$ cat config.mk
export PLATFORM = sky130hd
export DESIGN_NAME = voting_machine_n
export DESIGN_NICKNAME = d
export VERILOG_FILES = /design/src/rtl/voting_machine_n.sv
export SDC_FILE = /design/constraint.sdc
export NUM_CORES = 1
export LEC_CHECK = 0
export ABC_AREA = 1
export CORE_MARGIN = 3
export CORE_UTILIZATION = 45
export CTS_CLUSTER_DIAMETER = 150
export DETAILED_ROUTE_END_ITERATION = 8
export SYNTH_ARGS = -nofsm -noshare
export SYNTH_HDL_FRONTEND = slang
export SYNTH_SLANG_ARGS = --single-unit
$ cat constraint.sdc
create_clock -name clk -period 3.4 [get_ports clk]
set_input_delay 0.51 -clock clk [delete_from_list [all_inputs] [get_ports clk]]
set_output_delay 0.51 -clock clk [all_outputs]
set_load 0.03 [all_outputs]
$ cat src/rtl/voting_machine_n.sv
`timescale 1ns/1ps
`default_nettype none
// +--------------------------------------------------------------------------+
// | voting_machine_n                                                         |
// | N-candidate debounced vote counter with saturation and LED display.      |
// | Revision: 1.0                                                            |
// +--------------------------------------------------------------------------+
module voting_machine_n #(
  parameter int NUM_CAND = 4,
  parameter int CNT_W    = 8,
  parameter int DEBOUNCE = 10,
  parameter int TOT_W    = CNT_W + 4
) (
  input  logic                clk,
  input  logic                reset,
  input  logic                mode,
  input  logic [NUM_CAND-1:0] cand_buttons,
  input  logic                show_total,
  output logic [CNT_W-1:0]    LEDs,
  output logic                vote_valid,
  output logic [3:0]          vote_cand,
  output logic                invalid_press,
  output logic [NUM_CAND-1:0] sat,
  output logic                busy
);

  localparam int SC_W  = (DEBOUNCE < 2) ? 1 : $clog2(DEBOUNCE + 1);
  localparam int IDX_W = $clog2(NUM_CAND);

  typedef enum logic [2:0] {
    S_IDLE     = 3'd0,
    S_ARM      = 3'd1,
    S_COMMIT   = 3'd2,
    S_REJECT   = 3'd3,
    S_WAIT_REL = 3'd4
  } state_t;

  state_t              state_q, state_d;
  logic [NUM_CAND-1:0] btn_q;
  logic [NUM_CAND-1:0] arm_mask_q, arm_mask_d;
  logic [IDX_W-1:0]    idx_q, idx_d;
  logic [SC_W-1:0]     stable_cnt_q, stable_cnt_d;
  logic                need_rel_q, need_rel_d;
  logic [CNT_W-1:0]    cnt_q [NUM_CAND];
  logic [CNT_W-1:0]    cnt_d [NUM_CAND];
  logic [TOT_W-1:0]    total_q, total_d;
  logic [NUM_CAND-1:0] sat_q, sat_d;
  logic [IDX_W-1:0]    sel_q, sel_d;
  logic [CNT_W-1:0]    leds_q, leds_d;
  logic                vote_valid_q, vote_valid_d;
  logic [3:0]          vote_cand_q, vote_cand_d;
  logic                invalid_q, invalid_d;

  logic                btn_zero;
  logic                btn_multi;
  logic                btn_onehot;
  logic [IDX_W-1:0]    btn_idx;
  logic [CNT_W-1:0]    total_disp;

  assign btn_zero   = (btn_q == '0);
  assign btn_multi  = ((btn_q & (btn_q - NUM_CAND'(1))) != '0);
  assign btn_onehot = !btn_zero && !btn_multi;
  assign total_disp = (|total_q[TOT_W-1:CNT_W]) ? {CNT_W{1'b1}} : total_q[CNT_W-1:0];

  always_comb begin
    btn_idx = '0;
    for (int i = 0; i < NUM_CAND; i++) begin
      if (btn_q[i]) btn_idx = IDX_W'(i);
    end
  end

  // need_rel holds off new presses after reset until the panel has been seen released
  always_comb begin
    state_d      = state_q;
    arm_mask_d   = arm_mask_q;
    idx_d        = idx_q;
    stable_cnt_d = stable_cnt_q;
    need_rel_d   = need_rel_q && !btn_zero;
    case (state_q)
      S_IDLE: begin
        if (mode) begin
          if (!btn_zero) state_d = S_WAIT_REL;
        end else if (!need_rel_q) begin
          if (btn_onehot) begin
            arm_mask_d   = btn_q;
            idx_d        = btn_idx;
            stable_cnt_d = SC_W'(1);
            state_d      = (DEBOUNCE <= 1) ? S_COMMIT : S_ARM;
          end else if (btn_multi) begin
            state_d = S_REJECT;
          end
        end
      end
      S_ARM: begin
        if (mode) begin
          state_d = S_WAIT_REL;
        end else if (btn_zero) begin
          state_d = S_IDLE;
        end else if (btn_q == arm_mask_q) begin
          stable_cnt_d = stable_cnt_q + SC_W'(1);
          if (stable_cnt_d == SC_W'(DEBOUNCE)) state_d = S_COMMIT;
        end else begin
          state_d = S_REJECT;
        end
      end
      S_COMMIT:   state_d = S_WAIT_REL;
      S_REJECT:   state_d = S_WAIT_REL;
      S_WAIT_REL: if (btn_zero) state_d = S_IDLE;
      default:    state_d = S_IDLE;
    endcase
  end

  always_comb begin
    for (int i = 0; i < NUM_CAND; i++) cnt_d[i] = cnt_q[i];
    sat_d   = sat_q;
    total_d = total_q;
    if (state_q == S_COMMIT) begin
      if (cnt_q[idx_q] == {CNT_W{1'b1}}) sat_d[idx_q] = 1'b1;
      else                               cnt_d[idx_q] = cnt_q[idx_q] + CNT_W'(1);
      if (total_q != {TOT_W{1'b1}}) total_d = total_q + TOT_W'(1);
    end
    vote_valid_d = (state_q == S_COMMIT);
    vote_cand_d  = 4'(idx_q);
    invalid_d    = (state_q == S_REJECT);

    sel_d = sel_q;
    if (mode && btn_onehot) sel_d = btn_idx;
    leds_d = '0;
    if (mode) leds_d = show_total ? total_disp : cnt_q[sel_q];
  end

  always_ff @(posedge clk) begin
    btn_q <= cand_buttons;
    if (!reset) begin
      state_q      <= S_IDLE;
      arm_mask_q   <= '0;
      idx_q        <= '0;
      stable_cnt_q <= '0;
      need_rel_q   <= 1'b1;
      for (int i = 0; i < NUM_CAND; i++) cnt_q[i] <= '0;
      total_q      <= '0;
      sat_q        <= '0;
      sel_q        <= '0;
      leds_q       <= '0;
      vote_valid_q <= 1'b0;
      vote_cand_q  <= '0;
      invalid_q    <= 1'b0;
    end else begin
      state_q      <= state_d;
      arm_mask_q   <= arm_mask_d;
      idx_q        <= idx_d;
      stable_cnt_q <= stable_cnt_d;
      need_rel_q   <= need_rel_d;
      for (int i = 0; i < NUM_CAND; i++) cnt_q[i] <= cnt_d[i];
      total_q      <= total_d;
      sat_q        <= sat_d;
      sel_q        <= sel_d;
      leds_q       <= leds_d;
      vote_valid_q <= vote_valid_d;
      vote_cand_q  <= vote_cand_d;
      invalid_q    <= invalid_d;
    end
  end

  assign LEDs          = leds_q;
  assign vote_valid    = vote_valid_q;
  assign vote_cand     = vote_cand_q;
  assign invalid_press = invalid_q;
  assign sat           = sat_q;
  assign busy          = (state_q != S_IDLE);

endmodule
`default_nettype wire

# After elaboration in Yosys (flattened, before gate mapping)
# Memories as Yosys holds them, arrays and structs flattened. A register that Yosys moved wholly into a read port is not among the register bits.
# Index checks and enable logic that the tools add are counted.
[totals]
regBits = 50
latchBits = 0
ram_bits = 32
mem_bits_ro = 0
inputBits = 8
wordCells = 111
memories = 1
[mem_list]
columns = ["name", "depth", "word_bits", "rd", "rd_ports_with_merged_regs", "write_ports", "line", "rtl"]
rows = [
  ["cnt_q", 4, 8, 6, 2, 4, "44", "logic [CNT_W-1:0] cnt_q [NUM_CAND];"],
]
[op_classes]
n_addsub = 4
multipliers = 0
div_mod_pow = 0
order_cmp = 4
eq_ne = 19
shift = 0
muxes = 40
bitwise_logic = 9
n_reduce_logical = 20
[op_table]
columns = ["operator", "n"]
rows = [
  ["32-bit 2-to-1 mux", 2],
  ["8-bit 2-to-1 mux", 7],
  ["32-bit bitwise mux", 1],
  ["3-bit 2-to-1 mux", 10],
  ["4-bit 2-to-1 mux", 6],
  ["8-bit demux with 2-bit select", 1],
  ["2-bit inequality test, second input constant", 7],
  ["12-bit by 1-bit adder with 12-bit output, second input constant", 1],
  ["2-bit 2-to-1 mux", 6],
  ["12-bit inequality test, second input constant", 1],
  ["3-bit one-hot mux with 4 select lines", 1],
  ["8-bit by 1-bit adder with 8-bit output, second input constant", 1],
  ["8-bit == test, second input constant", 1],
  ["4-bit one-hot mux with 2 select lines", 1],
  ["7-bit AND reduction", 1],
  ["3-bit by 2-bit == test with 1-bit output, second input constant", 2],
  ["3-bit inequality test, second input constant", 2],
  ["2-bit AND reduction", 3],
  ["1-bit logical AND", 5],
  ["5-bit inequality test, second input constant", 1],
  ["5-bit AND reduction", 1],
  ["4-bit by 1-bit adder with 4-bit output, second input constant", 1],
  ["4-bit AND", 1],
  ["4-bit == test", 1],
  ["other kinds (24)", 32],
]

# Depth between registers and ports, before layout
[logic_depth]
depth_word = 9
depth_mapped = 16
ltp_nobuf = 14

# Worst setup path before layout
# No wires, ideal clock.
[synth_timing]
path_type = "register to register"
start = "register with a tool-made name"
end = "memory cnt_q[0][3]"
setup_time_ns = 0.113
t_arrival_ns = 1.800
path_slack_ns = 1.487
stages_incl_launch_ff = 16
period_less_slack_ns = 1.913
cell_sequence = "dfxtp_1 > buf_6 > inv_6 > buf_6 > nand2_1 > nand3_1 > nand2_1 > ha_1 > nand3_1 > nor2_4 > nand3_4 > nand3_4 > buf_6 > nand2_1 > nand2_1 > nor2_1"
[synth_rtl]
columns = ["item", "line"]
rows = [
  ["end, declared", "44"],
]

==> flow_metrics.tcl <==
set metrics [dict create \
    run_status "finished, final reports clean" \
    cts_tree "done" \
    numPortBuffers 24 \
    r2r_cells 12 \
    fin_crit_sh_pct 70.3 \
    drt_first_pass_iters 5 \
    max_freq_mhz 419 \
    startpoint_type "register" \
    worstSkewPairLatency_ns 0.35 \
    gp_congestion 0.883 \
    cts-buffers-inserted 9 \
    postCtsHoldBufs 0 \
    die-area_um2 10500 \
    drt-total-wl_um 9930 \
    ioPinCount 27 \
    min_delay_path_depth 2 \
    tns_ns 0 \
    mostFrequentLayoutCells "nand2_1 (158), nor2_1 (90), dfxtp_1 (84), inv_1 (78), a21oi_1 (49)" \
    fin_util_pct 52.0 \
    clockBufferDepth 2 \
    hold_path_class "reg -> reg" \
    drive_above_1_share_pct 5.17 \
    layout_commonest_cell "nand2_1" \
    r2r_end "cnt_q[0][6]" \
    ys_ff_latch 84 \
    diodes 0 \
    path_max_fanout 17 \
    p_leak_nw 1.97 \
    worstHoldStart "sat[1]" \
    syn_avg_cell_area_um2 6.77 \
    crit_type "reg -> reg" \
    routed_via_density 5.09 \
    setup_viol 0 \
    fin_skew_ns 0.0106 \
    rrSetupSlack_ns 1.01 \
    drt-initial-drc-count 211 \
    rsz0062_at_grt "false" \
    end_kind "register" \
    whs_endpoint "sat[1]" \
    fin_crit_ns 2.39 \
    grt_pass1_wl_um 17000 \
    htreeDepth 3 \
    grt_overflow 0 \
    critPathArrivalTime_ns 2.65 \
    wl_per_cell_um 13.3 \
    maxCapViolations 0 \
    drt.antenna.violating_nets 0 \
    cts_resized 0 \
    max_slew_margin_pct 39.2 \
    grt_usage_pct 20.6 \
    finalMaxSlewViolations 0 \
    synthCells 619 \
    core_um2 8890 \
    syn_area_um2 4190 \
    cts-root-buf "clkbuf_8" \
    cts_setup_buffers 0 \
    route.detailed.drc 0 \
    hpwl_um 7400 \
    ir_worst_vdd_mv 0.265 \
    initial_utilization_pct 47.1 \
    die_w_um 102 \
    path_clk_slew_ns 0.09 \
    numClockSinks 84 \
    cp_data_required_time_ns 3.66 \
    die_y_um 102 \
    antenna_found_initial 0 \
    grt_start_max_net_pins 33 \
    hold_viol 0 \
    n_fill_cell 921 \
    dr_total_vias 3795 \
    power_density_nw_per_um2 464 \
    nets 645 \
    yosys_warnings 0 \
    synth.distinct_cells 34 \
    first_global_vias 3522 \
    worst_slew_pin_slew_ns 0.911 \
    syn_to_final_growth_pct 10.3 \
    num_rows 34 \
    seq_area_frac_synth_pct 40.1 \
]
## layer usage
layer / vias to the layer above / track usage, % / routed length, um / part of all wire, %
met5: - / 0 / 0 / 0
met4: 0 / 7.37 / 177 / 1.8
met3: 20 / 2.73 / 363 / 3.7
met2: 84 / 34.2 / 4710 / 47
met1: 1702 / 27.4 / 4680 / 47
li1: 1989 / - / - / -
## how the worst max path moves through the flow
stage	end	cells after the start	slack [ns]
after global placement	cnt_q[0][4]	12	1.10
after detailed placement	cnt_q[0][6]	12	1.02
after CTS	cnt_q[0][6]	12	1.02
after global routing	cnt_q[0][6]	12	0.75
final	cnt_q[0][6]	12	1.01
after floorplan	cnt_q[0][3]	15	1.49
## final cells by class
| cell class | instances | area, um2 | area share [%] |
|---|---|---|---|
| clock inverters | 5 | 61.3 | 1.33 |
| multi-input cells | 430 | 2040 | 44.2 |
| clock buffers | 11 | 131 | 2.84 |
| well taps | 108 | 135 | 2.93 |
| inverters | 82 | 313 | 6.77 |
| flip-flops and latches | 84 | 1680 | 36.4 |
| repair buffers | 26 | 255 | 5.53 |
## where the power goes
group | internal [mW] | switching (mW)
Sequential | 1.03 | 0.0355
Combinational | 0.121 | 0.256
Clock | 0.343 | 0.363
## state kept, by name (all words and copies together) (netlist names), named ones only
signal,count
btn_q,4
state_q,3
cnt_q,32
arm_mask_q,4
stable_cnt_q,4
need_rel_q,1
sat,4
vote_valid,1
total_q,12
idx_q,2
sel_q,2
vote_cand,2
LEDs,8
invalid_press,1
## stage by stage
step	total power [mW]	hold WS [ns]	instance area (um2)	cells	setup WS, ns
4_1_cts	2.17	0.469	4620	746	1.02
3_3_place_gp	1.46	0.454	4430	730	1.10
5_1_grt	2.27	0.487	4620	746	0.746
2_1_floorplan	1.36	0.439	4190	620	1.49
3_5_place_dp	1.46	0.453	4430	730	1.02
6_report	2.14	0.467	4620	746	1.01
## cell families (layout without fill, tap and decap cells)
| group | Yosys count | after routing | share of synthesized area (%) |
|---|---|---|---|
| other cells | 1 | 2 | 0.0895 |
| flops | 84 | 84 | 40.1 |
| fa+ha+maj | 4 | 4 | 1.19 |
| xor+xnor | 10 | 10 | 2.09 |
| simple gates | 317 | 317 | 33.0 |
| buf+inv | 106 | 124 | 11.2 |
| compound gates | 97 | 97 | 12.3 |
## synthesized netlist by cell type
cell type	count	share of area, %
a21boi_0	1	0.18
a211oi_1	8	1.4
clkinv_1	2	0.18
inv_1	78	7.0
o211ai_1	1	0.18
clkbuf_1	12	1.1
buf_4	3	0.54
buf_6	7	1.9
buf_2	2	0.24
and3_1	1	0.15
nor2_4	3	0.81
o21ai_1	2	0.24
and2_1	1	0.15
xnor2_1	3	0.63
nand3_4	5	2.1
nand3_1	32	3.8
xor2_1	7	1.5
nor2_1	90	8.1
nand2_2	5	0.75
nand3b_1	1	0.18
inv_6	1	0.21
nor2_2	1	0.15
a21oi_1	49	5.9
nor3_1	10	1.2
nor4_1	2	0.30
ha_1	4	1.2
inv_2	1	0.090
conb_1	1	0.090
a31oi_1	3	0.45
nand4_1	7	1.0
nand2_1	158	14
dfxtp_1	84	40
or2_2	1	0.15
o21ai_0	33	3.9
## critical path, cell delays in order, from the launching register on
cell and delay, ns:
dfxtp_1 0.72, inv_6 0.13, nand2_1 0.10, nand3_1 0.06
nand2_1 0.15, ha_1 0.19, nand3_1 0.14, nor2_4 0.15
nand3_4 0.20, nand3_4 0.24, nand2_1 0.10, nand2_1 0.06
nor2_1 0.05
Note: power is estimated with default switching activity, not from simulation.
